$ cat src/rtl/div_pkg.sv
// Shared definitions for the 8-bit restoring divider: state encoding,
// datapath width, iteration count and the divide-by-zero quotient.
package div_pkg;

  localparam int WIDTH = 8;
  localparam int ITER  = 8;
  localparam int CNT_W = $clog2(ITER);

  localparam logic [WIDTH-1:0] DIV0_QUOTIENT = 8'hFF;

  typedef enum logic [1:0] {
    IDLE = 2'd0,
    CALC = 2'd1,
    DONE = 2'd2
  } state_t;

  // Debug view of the controller.
  // req_mode is the mode bit sampled at start, whether or not signed division is built in.
  typedef struct packed {
    state_t           state;
    logic [CNT_W-1:0] count;
    logic             req_mode;
  } dbg_t;

  function automatic logic [WIDTH-1:0] twos_neg(input logic [WIDTH-1:0] v);
    return '0 - v;
  endfunction

endpackage

$ cat src/rtl/div_step.sv
// One restoring trial-subtract/shift iteration. The dividend shift register
// feeds its MSB into the partial remainder and collects quotient bits at its LSB.
module div_step
  import div_pkg::*;
(
  input  logic [WIDTH-1:0] i_rem,
  input  logic [WIDTH-1:0] i_q,
  input  logic [WIDTH-1:0] i_divisor,
  output logic [WIDTH-1:0] o_rem,
  output logic [WIDTH-1:0] o_q
);

  logic [WIDTH:0]   w_trial;
  logic [WIDTH+1:0] w_diff;
  logic             w_keep;

  assign w_trial = {i_rem, i_q[WIDTH-1]};
  assign w_diff  = {1'b0, w_trial} - {2'b00, i_divisor};

  // A kept difference is below the divisor, so both top bits are zero.
  assign w_keep  = (w_diff[WIDTH+1:WIDTH] == 2'b00);

  assign o_rem   = w_keep ? w_diff[WIDTH-1:0] : w_trial[WIDTH-1:0];
  assign o_q     = {i_q[WIDTH-2:0], w_keep};

endmodule

$ cat src/rtl/bit_8_divider.sv
// 8-bit multi-cycle restoring divider (IDLE -> CALC x8 -> DONE).
// Define SIGNED_DIV_EN to enable two's-complement division when mode=1.
module bit_8_divider
  import div_pkg::*;
(
  input  logic             clk,
  input  logic             rst_n,
  input  logic             start,
  input  logic [WIDTH-1:0] Data0,
  input  logic [WIDTH-1:0] Data1,
  input  logic             mode,
  output logic [WIDTH-1:0] quotient,
  output logic [WIDTH-1:0] remainder,
  output logic             busy,
  output logic             done,
  output logic             div_by_zero,
  output logic             overflow,
  output dbg_t             dbg
);

  state_t           r_state;
  logic [WIDTH-1:0] r_q;
  logic [WIDTH-1:0] r_rem;
  logic [WIDTH-1:0] r_divisor;
  logic [CNT_W-1:0] r_count;
  logic             r_neg_q;
  logic             r_neg_r;
  logic             r_ovf;
  logic             r_mode;

  logic             w_signed;
  logic             w_a_neg;
  logic             w_b_neg;
  logic [WIDTH-1:0] w_a_mag;
  logic [WIDTH-1:0] w_b_mag;
  logic             w_ovf;
  logic [WIDTH-1:0] w_step_rem;
  logic [WIDTH-1:0] w_step_q;
  logic [WIDTH-1:0] w_q_final;
  logic [WIDTH-1:0] w_r_final;

`ifdef SIGNED_DIV_EN
  assign w_signed = mode;
`else
  assign w_signed = 1'b0;
`endif

  assign w_a_neg = w_signed & Data0[WIDTH-1];
  assign w_b_neg = w_signed & Data1[WIDTH-1];
  assign w_a_mag = w_a_neg ? twos_neg(Data0) : Data0;
  assign w_b_mag = w_b_neg ? twos_neg(Data1) : Data1;

  // -128 / -1 runs as 128 / 1; the unsigned quotient 8'h80 is already the saturated answer.
  assign w_ovf   = w_signed & (Data0 == 8'h80) & (Data1 == 8'hFF);

  div_step u_step (
    .i_rem     (r_rem),
    .i_q       (r_q),
    .i_divisor (r_divisor),
    .o_rem     (w_step_rem),
    .o_q       (w_step_q)
  );

  assign w_q_final = r_neg_q ? twos_neg(w_step_q)   : w_step_q;
  assign w_r_final = r_neg_r ? twos_neg(w_step_rem) : w_step_rem;

  assign dbg = '{state: r_state, count: r_count, req_mode: r_mode};

  always_ff @(posedge clk or negedge rst_n) begin
    if (!rst_n) begin
      r_state     <= IDLE;
      r_q         <= '0;
      r_rem       <= '0;
      r_divisor   <= '0;
      r_count     <= '0;
      r_neg_q     <= 1'b0;
      r_neg_r     <= 1'b0;
      r_ovf       <= 1'b0;
      r_mode      <= 1'b0;
      quotient    <= '0;
      remainder   <= '0;
      busy        <= 1'b0;
      done        <= 1'b0;
      div_by_zero <= 1'b0;
      overflow    <= 1'b0;
    end else begin
      case (r_state)
        IDLE: begin
          done <= 1'b0;
          busy <= 1'b0;
          if (start) begin
            r_q         <= w_a_mag;
            r_rem       <= '0;
            r_divisor   <= w_b_mag;
            r_count     <= '0;
            r_neg_q     <= w_a_neg ^ w_b_neg;
            r_neg_r     <= w_a_neg;
            r_ovf       <= w_ovf;
            r_mode      <= mode;
            div_by_zero <= 1'b0;
            overflow    <= 1'b0;
            if (Data1 == '0) begin
              r_state     <= DONE;
              done        <= 1'b1;
              quotient    <= DIV0_QUOTIENT;
              remainder   <= Data0;
              div_by_zero <= 1'b1;
            end else begin
              r_state <= CALC;
              busy    <= 1'b1;
            end
          end
        end
        CALC: begin
          r_q     <= w_step_q;
          r_rem   <= w_step_rem;
          r_count <= r_count + 1'b1;
          if (r_count == CNT_W'(ITER - 1)) begin
            r_state   <= DONE;
            busy      <= 1'b0;
            done      <= 1'b1;
            quotient  <= w_q_final;
            remainder <= w_r_final;
            overflow  <= r_ovf;
          end
        end
        DONE: begin
          r_state <= IDLE;
          done    <= 1'b0;
          busy    <= 1'b0;
        end
        default: begin
          r_state <= IDLE;
          done    <= 1'b0;
          busy    <= 1'b0;
        end
      endcase
    end
  end

endmodule

$ cat config.mk
export PLATFORM = sky130hd
export DESIGN_NAME = bit_8_divider
export DESIGN_NICKNAME = d
export VERILOG_FILES = /design/src/rtl/div_pkg.sv /design/src/rtl/div_step.sv /design/src/rtl/bit_8_divider.sv
export SDC_FILE = /design/constraint.sdc
export NUM_CORES = 1
export LEC_CHECK = 0
export CORE_ASPECT_RATIO = 1.1
export CORE_MARGIN = 3
export CORE_UTILIZATION = 41
export CTS_CLUSTER_DIAMETER = 50
export DETAILED_ROUTE_END_ITERATION = 8
export GPL_TIMING_DRIVEN = 0
export HOLD_SLACK_MARGIN = 0.15
export PLACE_DENSITY_LB_ADDON = 0.25
export SYNTH_ARGS = -nofsm -noshare
export SYNTH_HDL_FRONTEND = slang
export SYNTH_HIERARCHICAL = 1
export SYNTH_SLANG_ARGS = --single-unit
export TNS_END_PERCENT = 1
$ cat constraint.sdc
create_clock -name clk -period 7.03 [get_ports clk]
set_clock_uncertainty 0.05 [all_clocks]
set_input_delay 1.406 -clock clk [delete_from_list [all_inputs] [get_ports clk]]
set_output_delay 1.406 -clock clk [all_outputs]
set_load 0.005 [all_outputs]
### Word level (Yosys, flattened, before mapping)

Cells that the tools add are included.

* bits in registers: 50
* input bits: 20
* output and inout bits: 26
* logic and storage cells: 57

* add/subtract/negate cells: 2
* eq/ne operators: 5
* muxes and demuxes: 29
* reduce and logical (&&, ||, !) cells: 9

Operators with widths (number)
* two-way mux 8 bit: 9
* one-hot mux 8 bit (2 select lines): 4
* subtractor 9 x 8 -> 10 bit: 1
* zero test 8 bit: 1
* two-way mux 1 bit: 7
* two-way mux 2 bit: 3
* != test 2 bit (second input constant): 3
* one-hot mux 1 bit (2 select lines): 3
* one-hot mux 3 bit (2 select lines): 1
* AND reduction 2 bit: 3
* zero test 2 bit: 2
* one-hot mux 2 bit (2 select lines): 1
* AND reduction 4 bit: 1
* adder 3 x 1 -> 3 bit (second input constant): 1
* equality test 3 bit (second input constant): 1
* two-way mux 3 bit: 1
* AND reduction 3 bit: 1
* equality test 2 x 1 -> 1 bit (second input constant): 1
* nonzero test 2 bit: 1

### Depth between registers and ports, before layout

* depth in word-level cells: 5
* depth in mapped cells: 13
* gate-level depth less buffers: 13

### By module

Netlist, hierarchy kept.

Modules (own cells, without submodules)
* bit_8_divider: times used 1, cells an instance 199, area each 2069.5 µm², seq. area each 1226.2 µm²
* div_step: times used 1, cells an instance 122, area each 853.3 µm², seq. area each 0.0 µm²

### Worst setup path before layout

Ideal clock, no wire load.

* path type: register to register
* start point: reg r_q[7]
* end point: reg remainder[6]
* library setup time: 0.127 ns
* arrival: 2.602 ns
* data required time: 6.853 ns
* setup slack: 4.251 ns
* stages on the path, launching flop included: 14
* path buffers: 0
* period minus slack after synthesis: 2.779 ns
* cell sequence: dfrtp_1 > inv_1 > ha_1 > inv_1 > fa_1 > a211oi_2 > nor4b_4 > or2_4 > o21ai_2 > o22ai_1 > a211o_1 > nand2_1 > nand2_1 > mux2_1

* word-level cells in the longest chain between the ends: 5

RTL lines
* from (decl): line bit_8_divider.sv:22 `logic [WIDTH-1:0] r_q;`
* from (signal assigned): line bit_8_divider.sv:92 `r_q <= w_a_mag;`
* from (signal assigned): line bit_8_divider.sv:115 `r_q <= w_step_q;`
* subtractor 9 x 8 -> 10 bit (*): line div_step.sv:18 `assign w_diff = {1'b0, w_trial} - {2'b00, i_divisor};`
* zero test 2 bit: line div_step.sv:21 `assign w_keep = (w_diff[WIDTH+1:WIDTH] == 2'b00);`
* two-way mux 8 bit (*): line div_step.sv:23 `assign o_rem = w_keep ? w_diff[WIDTH-1:0] : w_trial[WIDTH-1:0];`
* via w_r_final[6]: line bit_8_divider.sv:40 `logic [WIDTH-1:0] w_r_final;`
* two-way mux 8 bit (*): line bit_8_divider.sv:118 `if (r_count == CNT_W'(ITER - 1)) begin`
* one-hot mux 8 bit (2 select lines) (*): line bit_8_divider.sv:87 `case (r_state)`
* to (signal assigned): line bit_8_divider.sv:106 `remainder <= Data0;`
* to (signal assigned): line bit_8_divider.sv:123 `remainder <= w_r_final;`
* to (decl): line bit_8_divider.sv:13 `output logic [WIDTH-1:0] remainder,`

The timed path passes the listed nets; every way through them passes the cells marked *. The select of a mux whose other input is x is not followed.
A chain may end at the register's enable or synchronous reset.

### Final worst setup path

* start point: reg r_q[7]
* end point: reg remainder[7]

Same word-level chain as after synthesis.

==> run_summary.xml <==
<?xml version="1.0" encoding="UTF-8"?>
<metrics>
  <group name="run_status">
    <metric name="status" unit="">complete, no violations</metric>
  </group>
  <group name="critical_path">
    <metric name="critPathRequiredTime" unit="ns">7.17</metric>
    <metric name="critical_path.max_fanout" unit="">5</metric>
    <metric name="critical_path.slowest_cell" unit="">sky130_fd_sc_hd__nor3_1</metric>
    <metric name="worst-path-buf-inv" unit="">2</metric>
    <metric name="crit_path_cell_trace" unit="">inv_1 &gt; ha_1 &gt; inv_1 &gt; fa_1 &gt; a211oi_2 &gt; nor4b_4 &gt; nor3_1 &gt; nand2_1 &gt; a22oi_1 &gt; nor4_1 &gt; nand2_1 &gt; nand2_1 &gt; mux2_2</metric>
    <metric name="timing.critical_path.max_delay_family" unit="">simple AND/OR/NAND/NOR gates</metric>
    <metric name="crit_type" unit="">flop to flop</metric>
    <metric name="cp_data_arrival_time" unit="ns">3.43</metric>
    <metric name="cell_occurring_most_often_along_the_worst_timing_path" unit="">sky130_fd_sc_hd__nand2_1</metric>
    <metric name="critical_path.startpoint_type" unit="">flop</metric>
    <metric name="worst_setup_path_end_kind" unit="">flop</metric>
    <metric name="cpPeakStageDelay" unit="ns">0.65</metric>
  </group>
  <group name="die">
    <metric name="die_h" unit="um">94.6</metric>
    <metric name="ioPinCount" unit="">46</metric>
    <metric name="die-area" unit="um2">8180</metric>
    <metric name="floorplan.core_area" unit="um2">6750</metric>
    <metric name="row_count" unit="">31</metric>
    <metric name="dieWidth" unit="um">86.5</metric>
    <metric name="initial_core_util" unit="">0.433</metric>
  </group>
  <group name="logic_synthesis">
    <metric name="post_synth_num_cell_types" unit="">62</metric>
    <metric name="synth_most_common_cell" unit="">sky130_fd_sc_hd__nand2_1</metric>
    <metric name="ys_ff_latch" unit="">49</metric>
    <metric name="complex_gate_fraction_of_the_synthesized_area" unit="">0.202</metric>
    <metric name="yosys.area.top_type_share" unit="">0.420</metric>
    <metric name="synth.mux.area_fraction" unit="">0.0342</metric>
    <metric name="synth_common_cells" unit="">97 x sky130_fd_sc_hd__nand2_1, 49 x sky130_fd_sc_hd__dfrtp_1, 14 x sky130_fd_sc_hd__inv_1, 14 x sky130_fd_sc_hd__nor2_1</metric>
    <metric name="yosys.area_share.adder" unit="">0.0497</metric>
    <metric name="synthSimpleGateAreaFrac" unit="">0.219</metric>
    <metric name="post_synth_edffs" unit="">0</metric>
    <metric name="netlist_top_cells_area" unit="">sky130_fd_sc_hd__dfrtp_1 42%, sky130_fd_sc_hd__nand2_1 12%, sky130_fd_sc_hd__ha_1 4.3%</metric>
    <metric name="postSynthAreaPerCell" unit="um2">9.11</metric>
    <metric name="synth_fp_nets" unit="">352</metric>
    <metric name="yosys.area_share.xor_xnor" unit="">0.0120</metric>
    <metric name="synth-main-ff-cell" unit="">sky130_fd_sc_hd__dfrtp_1</metric>
    <metric name="post_synth_instance_area" unit="um2">2920</metric>
    <metric name="post_synth_inst_count" unit="">321</metric>
    <metric name="synth_async_sr_flop_share" unit="">1.00</metric>
    <metric name="synth-warning-count" unit="">6</metric>
    <metric name="synth_top_family_by_area" unit="">simple AND/OR/NAND/NOR gates</metric>
    <metric name="seq_area_frac_synth" unit="">0.420</metric>
    <metric name="post-synth-top-area-cell" unit="">sky130_fd_sc_hd__dfrtp_1</metric>
  </group>
  <group name="timing">
    <metric name="maximum_clock_frequency" unit="GHz">0.304</metric>
    <metric name="worstMarginPinSlew" unit="ns">0.766</metric>
    <metric name="slew_viol_final" unit="">0</metric>
    <metric name="layout_worst_path_cycle_share" unit="">0.468</metric>
    <metric name="final.min_clock_period" unit="ns">3.29</metric>
    <metric name="relSlewSlack" unit="">0.485</metric>
    <metric name="setup_tns" unit="ns">0</metric>
    <metric name="grt_setup_unrepaired" unit="">false</metric>
    <metric name="report.final.hold_viol_count" unit="">0</metric>
    <metric name="hold_slack" unit="ns">0.429</metric>
    <metric name="timing.final.setup_violations" unit="">0</metric>
  </group>
  <group name="clock_network">
    <metric name="buffer_type_at_the_clock_tree_root" unit="">sky130_fd_sc_hd__clkbuf_8</metric>
    <metric name="cts_max_level" unit="">2</metric>
    <metric name="source_to_sink_clock_delay_at_the_later_pin_of_the_worst_skew_pair" unit="ns">0.30</metric>
    <metric name="post_cts_hold_buffer_count" unit="">0</metric>
    <metric name="postCtsResizedCells" unit="">0</metric>
    <metric name="max-clock-path-buffers" unit="">2</metric>
    <metric name="clock_sinks" unit="">49</metric>
    <metric name="number_of_buffers_inserted_during_clock_tree_synthesis" unit="">5</metric>
    <metric name="clk_transition_reported_paths" unit="ns">0.09</metric>
    <metric name="post_cts.repair.setup_buffers" unit="">0</metric>
    <metric name="tritoncts" unit="">yes</metric>
  </group>
  <group name="route">
    <metric name="via_per_inst" unit="">5.43</metric>
    <metric name="drc" unit="">0</metric>
    <metric name="routed-via-count" unit="">2476</metric>
    <metric name="wire_per_inst" unit="um">15.3</metric>
    <metric name="postRouteAntennaNets" unit="">0</metric>
    <metric name="detail_route.first_pass.iterations" unit="">5</metric>
    <metric name="finalWirelength" unit="um">7000</metric>
    <metric name="detailedRoute.firstIterationViolations" unit="">210</metric>
  </group>
  <group name="finish">
    <metric name="design_area" unit="um2">3600</metric>
    <metric name="antenna_cells_inserted" unit="">0</metric>
    <metric name="fillCellCount" unit="">647</metric>
    <metric name="fin_nets" unit="">404</metric>
    <metric name="area_delta_synth_final" unit="%">23.1</metric>
    <metric name="post_route_cells_drive_above_1_share" unit="">0.126</metric>
  </group>
  <group name="worst_hold_path">
    <metric name="min_path_type" unit="">flop to flop</metric>
  </group>
  <group name="global_route">
    <metric name="maximum_number_of_pins_on_one_net_before_global_route_repair" unit="">40</metric>
    <metric name="track_usage" unit="">0.180</metric>
    <metric name="grt_pass1_vias" unit="">2509</metric>
    <metric name="grt.overflow.total" unit="">0</metric>
    <metric name="grt_antenna_before_repair" unit="">0</metric>
    <metric name="wire_length_of_the_first_global_routing_pass" unit="um">11800</metric>
  </group>
  <group name="power_and_ir_drop">
    <metric name="powerDensity" unit="nW/um2">567</metric>
    <metric name="vdd_ir_drop_max" unit="V">0.000249</metric>
    <metric name="power.leakage" unit="nW">1.58</metric>
  </group>
  <group name="place">
    <metric name="post-dp-hpwl" unit="um">5380</metric>
    <metric name="io_buffers" unit="">44</metric>
    <metric name="place.gp.congestion" unit="">0.911</metric>
    <metric name="area_post_placement" unit="um2">3480</metric>
  </group>
  <group name="flow_run">
    <metric name="drv_cap" unit="">0</metric>
  </group>
</metrics>
layout by cell type, fill, tap and decap left out, types with 3 or more instances in the layout:
master                            netlist  final
sky130_fd_sc_hd__nand2_1               97     97
sky130_fd_sc_hd__o22a_1                 8      8
sky130_fd_sc_hd__o21ai_0               10     10
sky130_fd_sc_hd__nand3_1                3      3
sky130_fd_sc_hd__nor2_1                14     14
sky130_fd_sc_hd__o22ai_1                5      5
sky130_fd_sc_hd__a22o_1                 7      7
sky130_fd_sc_hd__clkbuf_8               0      6
sky130_fd_sc_hd__o32ai_1                3      3
sky130_fd_sc_hd__a31oi_1               10     10
sky130_fd_sc_hd__a211oi_1               3      3
sky130_fd_sc_hd__ha_1                  10     10
sky130_fd_sc_hd__clkdlybuf4s50_1        0     43
sky130_fd_sc_hd__clkbuf_1               7      8
sky130_fd_sc_hd__mux2_2                 7      7
sky130_fd_sc_hd__inv_1                 14     14
sky130_fd_sc_hd__buf_2                  2      3
sky130_fd_sc_hd__buf_4                 10     10
sky130_fd_sc_hd__a21oi_1                6      6
sky130_fd_sc_hd__a32oi_1                3      3
sky130_fd_sc_hd__dfrtp_1               49     49
layer usage:
layer,up-vias,global-route usage,wire length [um],part of all wire
met3,8,0.0288,265,0.038
met5,-,0,0,0
met4,0,0.0545,81,0.012
met2,70,0.299,3420,0.49
met1,1174,0.240,3230,0.46
li1,1224,-,-,-
where the power goes:
group          switching (W)  total (W)  internal, W
clock network      0.0000925   0.000209     0.000116
logic               0.000716    0.00131     0.000597
registers           0.000104   0.000519     0.000415
worst paths after layout:
check / endpoint / cells after the start / slack (ns) / start
max in group asynchronous: r_count[1]$_DFFE_PN0P_ / 2 / 5.52 / rst_n
worst max-delay path: remainder[7]$_DFFE_PN0P_ / 13 / 3.74 / r_q[7]$_DFFE_PN0P_
worst min-delay path: r_divisor[7]$_DFFE_PN0P_ / 2 / 0.43 / r_divisor[7]$_DFFE_PN0P_
worst max register to register: remainder[7]$_DFFE_PN0P_ / 13 / 3.74 / r_q[7]$_DFFE_PN0P_
worst min register to register: r_divisor[7]$_DFFE_PN0P_ / 2 / 0.43 / r_divisor[7]$_DFFE_PN0P_
min in group asynchronous: r_q[6]$_DFFE_PN0P_ / 1 / 0.92 / rst_n
worst min-delay path, stage by stage, from the launching register on:
cell and delay, ns:
sky130_fd_sc_hd__dfrtp_1 0.35, sky130_fd_sc_hd__nand2_1 0.05, sky130_fd_sc_hd__nand2_1 0.05
cell families after synthesis:
| group | Yosys count |
|---|---|
| xor gates and xnor gates | 4 |
| and+or+nand+nor | 135 |
| AOI/OAI and AO/OA | 76 |
| adders and majority gates | 11 |
| DFF | 49 |
| other | 1 |
| muxes | 9 |
| buffers and inverters | 36 |
area by class of cell:
cell class / count / area (um2) / share of cell area
clock inverters: 1 / 30.0 / 0.00835
repair buffers: 45 / 455 / 0.127
multi-input cells: 236 / 1510 / 0.421
inverters: 14 / 52.6 / 0.0146
well taps: 82 / 103 / 0.0285
plain buffers: 22 / 130 / 0.0362
flip-flops and latches: 49 / 1230 / 0.341
clock buffers: 7 / 86.3 / 0.0240
flip-flops by register name, indices dropped and copies added, names as in the netlist, 2 cells and up:
| name | flops |
|---|---|
| quotient | 8 |
| r_rem | 8 |
| r_state | 2 |
| r_q | 8 |
| r_divisor | 8 |
| r_count | 3 |
| remainder | 8 |
through the flow:
stage | instances | util | worst slack [ns] | power, W
CTS | 456 | 0.533 | 3.78 | 0.00205
finish | 456 | 0.533 | 3.74 | 0.00204
floorplan | 321 | - | 4.25 | 0.00145
detailed placement | 448 | 0.516 | 3.50 | 0.00183
global route | 456 | 0.533 | 3.61 | 0.00223
global placement | 447 | 0.514 | 3.06 | 0.00180
No activity file was read; power rests on OpenSTA's default activity.
